--- config.mk ---
export PLATFORM = sky130hd
export DESIGN_NAME = snake_move_ctrl
export DESIGN_NICKNAME = d
export VERILOG_FILES = /design/src/rtl/snake_move_ctrl.sv
export SDC_FILE = /design/constraint.sdc
export NUM_CORES = 1
export LEC_CHECK = 0
export ABC_AREA = 1
export CAP_MARGIN = 20
export CORE_MARGIN = 5
export CORE_UTILIZATION = 40
export CTS_CLUSTER_SIZE = 16
export DETAILED_ROUTE_END_ITERATION = 6
export PLACE_DENSITY = 0.54
export SKIP_CTS_REPAIR_TIMING = 1
export SLEW_MARGIN = 20
export SYNTH_ARGS = -nofsm -noshare
export SYNTH_HDL_FRONTEND = slang
export SYNTH_SLANG_ARGS = --single-unit
export TNS_END_PERCENT = 50
--- constraint.sdc ---
create_clock -name clk -period 26.8 [get_ports clk]
set_clock_uncertainty 0.1 [all_clocks]
set_input_delay 2.68 -clock clk [delete_from_list [all_inputs] [get_ports clk]]
set_output_delay 2.68 -clock clk [all_outputs]
set_load 0.1 [all_outputs]
--- src/rtl/snake_move_ctrl.sv ---
// Snake move scheduler: frame counting, steering latch, sequential self-collision scan
// and circular body buffer with a registered read port for the renderers.
module snake_move_ctrl #(
    parameter int GRID_W      = 20,
    parameter int GRID_H      = 15,
    parameter int MAX_LEN     = 32,
    parameter int MOVE_FRAMES = 8,
    parameter int START_X     = 10,
    parameter int START_Y     = 7,
    parameter int START_LEN   = 3,
    localparam int XW = $clog2(GRID_W),
    localparam int YW = $clog2(GRID_H),
    localparam int PW = $clog2(MAX_LEN),
    localparam int LW = PW + 1
) (
    input  logic          clk,
    input  logic          rst,
    input  logic          vsync_in,
    input  logic [1:0]    dir_in,
    input  logic          dir_valid,
    input  logic          grow,
    input  logic          restart,
    input  logic [PW-1:0] rd_idx,
    output logic [XW-1:0] rd_x,
    output logic [YW-1:0] rd_y,
    output logic          rd_valid,
    output logic [XW-1:0] head_x,
    output logic [YW-1:0] head_y,
    output logic [LW-1:0] length,
    output logic          busy,
    output logic          game_over
);
    localparam int FW = $clog2(MOVE_FRAMES + 1);

    typedef enum logic [2:0] {S_IDLE, S_CALC, S_CHECK, S_COMMIT, S_OVER} state_t;

    state_t        state_q, state_d;
    logic [XW-1:0] body_x_q [MAX_LEN];
    logic [YW-1:0] body_y_q [MAX_LEN];
    logic [PW-1:0] head_ptr_q;
    logic [XW-1:0] head_x_q, nx_q, nx_d;
    logic [YW-1:0] head_y_q, ny_q, ny_d;
    logic [LW-1:0] length_q, eff_len_q, scan_idx_q;
    logic [1:0]    cur_dir_q, pending_dir_q;
    logic [FW-1:0] frame_cnt_q;
    logic          grow_pending_q, take_grow_q, vs_q;
    logic [XW-1:0] rd_x_q;
    logic [YW-1:0] rd_y_q;
    logic          rd_valid_q;

    logic          frame_edge, move_tick, scan_done, scan_hit, can_grow;
    logic [PW-1:0] rd_ptr, scan_ptr, commit_ptr;

    function automatic logic [XW-1:0] init_x(input int i);
        return (i < START_LEN) ? XW'(START_X - i) : '0;
    endfunction

    function automatic logic [YW-1:0] init_y(input int i);
        return (i < START_LEN) ? YW'(START_Y) : '0;
    endfunction

    assign frame_edge = vsync_in & ~vs_q;
    assign move_tick  = (state_q == S_IDLE) && frame_edge
                        && (frame_cnt_q == FW'(MOVE_FRAMES - 1));
    assign rd_ptr     = head_ptr_q + rd_idx;
    assign scan_ptr   = head_ptr_q + scan_idx_q[PW-1:0];
    assign commit_ptr = head_ptr_q - 1'b1;
    assign scan_done  = (scan_idx_q == eff_len_q);
    assign scan_hit   = (body_x_q[scan_ptr] == nx_q) && (body_y_q[scan_ptr] == ny_q);
    assign can_grow   = grow_pending_q && (length_q < LW'(MAX_LEN));

    // Candidate head cell on the torus, derived from the direction that CALC latches.
    always_comb begin
        nx_d = head_x_q;
        ny_d = head_y_q;
        case (pending_dir_q)
            2'd0:    ny_d = (head_y_q == '0) ? YW'(GRID_H - 1) : head_y_q - 1'b1;
            2'd1:    nx_d = (head_x_q == XW'(GRID_W - 1)) ? '0 : head_x_q + 1'b1;
            2'd2:    ny_d = (head_y_q == YW'(GRID_H - 1)) ? '0 : head_y_q + 1'b1;
            default: nx_d = (head_x_q == '0) ? XW'(GRID_W - 1) : head_x_q - 1'b1;
        endcase
    end

    always_comb begin
        state_d = state_q;
        case (state_q)
            S_IDLE:   if (move_tick) state_d = S_CALC;
            S_CALC:   state_d = S_CHECK;
            S_CHECK:  begin
                if (scan_done)     state_d = S_COMMIT;
                else if (scan_hit) state_d = S_OVER;
            end
            S_COMMIT: state_d = S_IDLE;
            S_OVER:   state_d = S_OVER;
            default:  state_d = S_IDLE;
        endcase
        if (restart) state_d = S_IDLE;
    end

    always_ff @(posedge clk or posedge rst) begin
        if (rst) state_q <= S_IDLE;
        else     state_q <= state_d;
    end

    always_ff @(posedge clk or posedge rst) begin
        if (rst) begin
            vs_q           <= 1'b0;
            for (int i = 0; i < MAX_LEN; i++) begin
                body_x_q[i] <= init_x(i);
                body_y_q[i] <= init_y(i);
            end
            head_ptr_q     <= '0;
            head_x_q       <= XW'(START_X);
            head_y_q       <= YW'(START_Y);
            length_q       <= LW'(START_LEN);
            cur_dir_q      <= 2'd1;
            pending_dir_q  <= 2'd1;
            frame_cnt_q    <= '0;
            grow_pending_q <= 1'b0;
            take_grow_q    <= 1'b0;
            nx_q           <= '0;
            ny_q           <= '0;
            eff_len_q      <= '0;
            scan_idx_q     <= '0;
            rd_x_q         <= '0;
            rd_y_q         <= '0;
            rd_valid_q     <= 1'b0;
        end else begin
            vs_q <= vsync_in;
            if (restart) begin
                for (int i = 0; i < MAX_LEN; i++) begin
                    body_x_q[i] <= init_x(i);
                    body_y_q[i] <= init_y(i);
                end
                head_ptr_q     <= '0;
                head_x_q       <= XW'(START_X);
                head_y_q       <= YW'(START_Y);
                length_q       <= LW'(START_LEN);
                cur_dir_q      <= 2'd1;
                pending_dir_q  <= 2'd1;
                frame_cnt_q    <= '0;
                grow_pending_q <= 1'b0;
                take_grow_q    <= 1'b0;
                scan_idx_q     <= '0;
                rd_x_q         <= '0;
                rd_y_q         <= '0;
                rd_valid_q     <= 1'b0;
            end else begin
                rd_x_q     <= body_x_q[rd_ptr];
                rd_y_q     <= body_y_q[rd_ptr];
                rd_valid_q <= ({1'b0, rd_idx} < length_q);
                // Reversal is judged against the direction actually travelled.
                if (state_q != S_OVER) begin
                    if (dir_valid && (dir_in != (cur_dir_q ^ 2'b10))) pending_dir_q <= dir_in;
                    if (grow) grow_pending_q <= 1'b1;
                end
                case (state_q)
                    S_IDLE: begin
                        if (frame_edge) frame_cnt_q <= move_tick ? '0 : frame_cnt_q + 1'b1;
                    end
                    S_CALC: begin
                        cur_dir_q      <= pending_dir_q;
                        nx_q           <= nx_d;
                        ny_q           <= ny_d;
                        scan_idx_q     <= '0;
                        take_grow_q    <= can_grow;
                        eff_len_q      <= can_grow ? length_q : length_q - 1'b1;
                        // Grow is consumed here, even when saturated; a pulse now counts next move.
                        grow_pending_q <= grow;
                    end
                    S_CHECK: begin
                        if (!scan_done && !scan_hit) scan_idx_q <= scan_idx_q + 1'b1;
                    end
                    S_COMMIT: begin
                        head_ptr_q           <= commit_ptr;
                        body_x_q[commit_ptr] <= nx_q;
                        body_y_q[commit_ptr] <= ny_q;
                        head_x_q             <= nx_q;
                        head_y_q             <= ny_q;
                        if (take_grow_q) length_q <= length_q + 1'b1;
                    end
                    default: ;
                endcase
            end
        end
    end

    assign rd_x      = rd_x_q;
    assign rd_y      = rd_y_q;
    assign rd_valid  = rd_valid_q;
    assign head_x    = head_x_q;
    assign head_y    = head_y_q;
    assign length    = length_q;
    assign busy      = (state_q == S_CALC) || (state_q == S_CHECK) || (state_q == S_COMMIT);
    assign game_over = (state_q == S_OVER);

endmodule
==> results of run 1 <==
critical path, delay by kind of cell:
kind	cells	cell delay [ns]
buffers and inverters	3	2.08
AOI/OAI and AO/OA	4	0.95
and+or+nand+nor	2	0.18
adders and majority gates	1	0.63
final timing paths:
| check | from | end | slack [ns] | cells after the start |
|---|---|---|---|---|
| worst min-delay path | cur_dir_q[0] | cur_dir_q[0] | 0.41 | 2 |
| max in group asynchronous | rst | body_x_q[158] | 21.74 | 5 |
| worst max-delay path | rd_idx[0] | rd_y[3] | 20.51 | 10 |
| worst min register to register | cur_dir_q[0] | cur_dir_q[0] | 0.41 | 2 |
| worst max register to register | head_ptr_q[0] | scan_idx_q[3] | 22.07 | 22 |
| min in group asynchronous | rst | body_x_q[77] | 2.58 | 2 |
routing by layer:
layer / track usage / up-vias / share of wire
met5: 0 / - / 0
met1: 0.371 / 9619 / 0.43
li1: - / 9188 / -
met3: 0.0478 / 160 / 0.080
met2: 0.406 / 826 / 0.44
met4: 0.113 / 0 / 0.046
synth_stat cells:
cell	instances
a31oi_1	2
dfstp_2	23
nand4_1	2
a22oi_1	3
buf_4	4
nor3_1	9
nor4_1	1
inv_4	1
o21ai_1	1
nand2_1	610
buf_6	3
o221ai_1	4
xor2_4	1
o211ai_1	72
mux2_2	1
nor2_1	174
nor2_2	2
nor3b_1	1
o22ai_1	173
buf_1	21
o21bai_1	2
o21ai_0	305
nand2_4	1
clkbuf_1	125
fa_1	2
nand3_2	10
ha_1	27
a21oi_1	131
xnor2_1	5
xnor2_2	1
buf_2	31
inv_2	5
o21a_1	36
nand3_1	344
inv_1	284
nand2_2	5
clkinv_1	1
dfrtp_1	330
xor2_1	18
a211oi_1	2
cell families (layout without fill, tap and decap cells):
| family | count (synthesis) | in the layout | synth area share |
|---|---|---|---|
| fa+ha+maj | 29 | 29 | 0.0185 |
| mux | 1 | 1 | 0.000551 |
| buf+inv | 475 | 438 | 0.0911 |
| xor+xnor | 25 | 25 | 0.0120 |
| simple gates | 1159 | 1159 | 0.239 |
| flops | 353 | 353 | 0.434 |
| compound gates | 731 | 731 | 0.205 |
area by class of cell:
cell class | count | area share
Tap cell | 672 | 0.0369
Timing Repair Buffer | 67 | 0.0282
Multi-Input combinational cell | 1945 | 0.429
Inverter | 291 | 0.0487
Clock buffer | 67 | 0.0592
Clock inverter | 13 | 0.00868
Sequential cell | 353 | 0.389
sequential cells by signal, indices dropped and copies added (netlist names), 5 cells and up:
| register | cells |
|---|---|
| nx_q | 5 |
| body_x_q | 160 |
| head_ptr_q | 5 |
| scan_idx_q | 6 |
| head_x | 5 |
| eff_len_q | 6 |
| rd_x | 5 |
| length | 6 |
| body_y_q | 128 |
per-stage QoR:
| step | setup WS [ns] | util | total power [uW] | cell area [um2] |
|---|---|---|---|---|
| global placement | 20.03 | 0.421 | 1280 | 21200 |
| CTS | 20.62 | 0.451 | 1920 | 22700 |
| finish | 20.51 | 0.452 | 1920 | 22800 |
| global route | 20.38 | 0.452 | 2000 | 22800 |
| floorplan | 14.27 | - | 1060 | 20400 |
| detailed placement | 20.00 | 0.421 | 1270 | 21200 |
power by group through the flow:
stage                     Combinational, uW  Sequential (uW)  Clock [uW]
final                                   679              601         640
after CTS                               667              600         649
after global routing                    732              602         669
after floorplan                         411              646           0
after global placement                  665              610           0
after detailed placement                664              609           0
==> results.yml, run 1 <==
placement:
  dp_cells: 3326
  place.gp.congestion: 0.941
  portBuffers: 39
  hpwl_mm: 48.7
final_layout:
  fillers: 5069
  final_common_cell: "nand2_1"
  diodes: 0
  multiInputGateArea_um2: 9770
  mostFrequentLayoutCells: "nand2_1 (606), nand3_1 (344), dfrtp_1 (330)"
  seq_area_um2: 8860
  layout-drive-gt1-share: 0.0588
  finalNonFillerCells: 3408
  fin_nets: 2744
  syn_to_final_growth_pct: 11.5
logic_synthesis:
  synth_cell_type_count: 40
  seq_area_frac_synth: 0.434
  syn_avg_cell_area_um2: 7.37
  yosysTopAreaCellShare: 0.404
  ys_warn_count: 0
  synth_nets: 2815
  netlist_instances: 2773
  ys_ff_latch: 353
  syn_area_um2: 20400
  synth_top_cell_by_area: "dfrtp_1"
  synth.area.top_cells: "dfrtp_1 (40%), nand2_1 (11%), nand3_1 (8.4%)"
sta:
  fin_crit_ns: 6.29
  hold_ws_ns: 0.409
  fin_setup_tns_ns: 0
  slew_violations: 0
  fin_crit_sh: 0.235
  setup_violations: 0
  worstMarginPinSlew_ns: 1.19
  max-slew-margin-rel: 0.204
  fmax_mhz: 159
  rsz0062_at_grt: "false"
  hold_viol: 0
hold_path:
  holdCritPathClass: "flip-flop to flip-flop"
floorplan:
  dieArea_um2: 55700
  die_h_um: 236
  die_w_um: 236
  initial_core_util: 0.406
  core_area_um2: 50400
  pin_count: 40
  fp-row-count: 82
pwr:
  p_comb_frac: 0.354
  netSwitchingFraction: 0.413
  power.internal_uw: 1130
  power-per-cell-area_nw_per_um2: 84.3
  vdd_drop_max_uv: 53.0
  p_clk_frac: 0.333
  pwr-share-seq: 0.313
  power.leakage_uw: 0.00952
  p_switching_uw: 792
worst_setup_path:
  crit_chain: "clkdlybuf4s50_1 -> ha_4 -> buf_4 -> buf_4 -> o211ai_1 -> o21a_1 -> o21ai_0 -> nor2_1 -> o22ai_1 -> nor2_1"
  end_kind: "flip-flop"
  path_max_fanout: 86
  cp.required_ns: 27.15
  critPathKind: "primary input to flip-flop"
  crit_slowest_cell: "buf_4"
  worstPathArrival_ns: 6.64
  cpPeakStageDelay_ns: 0.81
  startpoint_type: "primary input"
clocking:
  cts_tree: "yes"
  cts_buffers: 44
  cts_sinks: 353
  cts.reportedPaths.clkPinSlew_ns: 0.06
  root_buffer: "clkbuf_16"
  h-tree-depth: 2
  cts_buffer_depth: 3
  clock_latency_ns: 0.58
global_route:
  grtUsageTotal: 0.265
  grt_pass1_wl_mm: 117
  gr-total-overflow: 0
  grt_max_degree: 167
  grt_pass1_vias: 19100
  antenna_found_initial: 1
run_status:
  outcome: "complete, no violations"
routing:
  routed_wl_mm: 76.0
  drc_errors: 0
  vias_per_cell: 5.81
  drt-initial-drc-count: 2074
  dr.pass1.iters: 6
  dr_total_vias: 19800
  avgRoutedWirePerCell_um: 22.3
  ant_nets: 0
flow_run:
  max_cap_violations: 0
Note: power is estimated with default switching activity, not from simulation.
==> run 2, diff against run 1 <==
- clock period: 26.8 -> 6.6 ns (I/O delays scaled with it)
==> run 2 against run 1 <==
  * Register-to-register slack got worse by 20 ns
  * Worst setup slack got worse by 18 ns
  * Sequential share of layout area about the same
  * Critical endpoint is now scan_idx_q[2]
  * Sequential cell count unchanged
  * Largest cell class unchanged
==> results.yml, run 2 (same netlist as run 1, synthesis figures left out) <==
routing:
  drt-initial-drc-count: 2338
  ant_nets: 0
  avgRoutedWirePerCell_um: 22.3
  vias_per_cell: 5.85
  dr_total_vias: 19900
  routed_wl_mm: 76.0
  drc_errors: 0
  dr.pass1.iters: 6
pwr:
  p_clk_frac: 0.336
  vdd_drop_max_uv: 293
  p_comb_frac: 0.353
  netSwitchingFraction: 0.410
  p_switching_uw: 3200
  power.leakage_uw: 0.00955
  power.internal_uw: 4610
  power-per-cell-area_nw_per_um2: 343
  pwr-share-seq: 0.311
final_layout:
  layout-drive-gt1-share: 0.0599
  diodes: 0
  fin_nets: 2746
  mostFrequentLayoutCells: "nand2_1 (608), nand3_1 (344), dfrtp_1 (330)"
  final_common_cell: "nand2_1"
  stdcell_area_um2: 22800
  fillers: 5101
  top_register: "body_x_q"
  syn_to_final_growth_pct: 11.6
  largestRegisters: "body_x_q (160), body_y_q (128)"
  largest_reg_flops: 160
placement:
  portBuffers: 39
  placed_area_um2: 21200
  hpwl_mm: 48.7
  place.gp.congestion: 0.923
  place_ws_ns: 2.14
worst_setup_path:
  end_kind: "flip-flop"
  cp.required_ns: 7.01
  critPathKind: "flip-flop to flip-flop"
  path_max_fanout: 61
  worstPathArrival_ns: 4.74
  startpoint_type: "flip-flop"
  reg2regPathDepth: 20
  r2r-start: "head_ptr_q[0]"
  worstSetupStartpoint: "head_ptr_q[0]"
sta:
  setup_violations: 0
  hold_viol: 0
  fin_crit_ns: 4.34
  fin_crit_sh: 0.657
  worstMarginPinSlew_ns: 1.13
  slew_violations: 0
  fmax_mhz: 230
  fin_ws_ns: 2.26
  fin_setup_tns_ns: 0
  max-slew-margin-rel: 0.249
  rsz0062_at_grt: "false"
floorplan:
  fp-row-count: 82
  die_w_um: 236
  core_area_um2: 50400
  pin_count: 40
  initial_core_util: 0.406
  dieArea_um2: 55700
  die_h_um: 236
global_route:
  grt_max_degree: 158
  antenna_found_initial: 0
  grtUsageTotal: 0.263
  grt_pass1_vias: 18800
  grt_pass1_wl_mm: 116
  gr-total-overflow: 0
clocking:
  cts_buffers: 43
  cts_buffer_depth: 3
  h-tree-depth: 2
  cts_sinks: 353
  cts.reportedPaths.clkPinSlew_ns: 0.06
  clock_latency_ns: 0.58
  root_buffer: "clkbuf_16"
  cts_tree: "yes"
flow_run:
  max_cap_violations: 0
run_status:
  outcome: "complete, no violations"
hold_path:
  holdCritPathClass: "primary input to async pin"
run 2: changes by cell type in the layout (fill, tap and decap cells not counted):
cell	before	now
buf_4	24	28
clkinv_2	6	10
clkbuf_1	8	5
clkinvlp_4	3	1
nand2_1	606	608
nand2_2	9	7
buf_6	1	0
bufinv_16	5	6
inv_8	1	0
run 2: power groups by stage:
stage          Clock (uW)  Sequential, uW  Combinational [uW]
2_1_floorplan           0            2620                1670
5_1_grt              2750            2440                2970
3_5_place_dp            0            2470                2720
6_report             2620            2430                2760
4_1_cts              2660            2430                2730
3_3_place_gp            0            2460                2710
run 2: final timing paths:
check | end | slack [ns]
min in group clk | body_x_q[156] | 0.41
min reg2reg | body_x_q[156] | 0.41
max | scan_idx_q[2] | 2.26
max in group asynchronous | body_y_q[102] | 4.29
max reg2reg | scan_idx_q[2] | 2.26
min | body_y_q[11] | 0.25
run 2: critical path: stages, from the launching register on:
cell and delay, ns:
dfrtp_1 0.49, ha_4 0.39, clkinv_2 0.11, buf_4 0.55
buf_4 0.78, nand2_1 0.11, nand3_1 0.12, nand3_1 0.10
nand2_1 0.25, nand2_1 0.09, nand3_1 0.12, nand3_1 0.08
nand2_1 0.08, nand2_1 0.07, nor2_2 0.09, nand3_2 0.17
nand2_2 0.11, nand2_2 0.07, nand2_4 0.11, nand3_1 0.07
nand2_1 0.09
run 2: through the flow:
step           hold slack [ns]  std cells  total power [uW]  utilization
4_1_cts                  0.228       3410              7810        0.453
3_3_place_gp             0.392       3331              5170        0.422
3_5_place_dp             0.397       3331              5180        0.422
2_1_floorplan            0.372       2773              4290            -
6_report                 0.247       3410              7810        0.453
5_1_grt                  0.243       3410              8160        0.453
run 2: cell type report:
cell class | count | area [um2] | area share
Timing Repair Buffer | 70 | 661 | 0.0290
Tap cell | 672 | 841 | 0.0369
Inverter | 291 | 1100 | 0.0485
Sequential cell | 353 | 8860 | 0.389
Multi-Input combinational cell | 1945 | 9770 | 0.428
Clock inverter | 15 | 225 | 0.00988
Clock buffer | 64 | 1340 | 0.0587
run 2: metal layers:
layer | vias up | GRT usage | wire, um
li1 | 9212 | - | -
met1 | 9723 | 0.376 | 32900
met2 | 858 | 0.407 | 34400
met3 | 152 | 0.0375 | 5610
met4 | 0 | 0.102 | 3180
met5 | - | 0 | 0
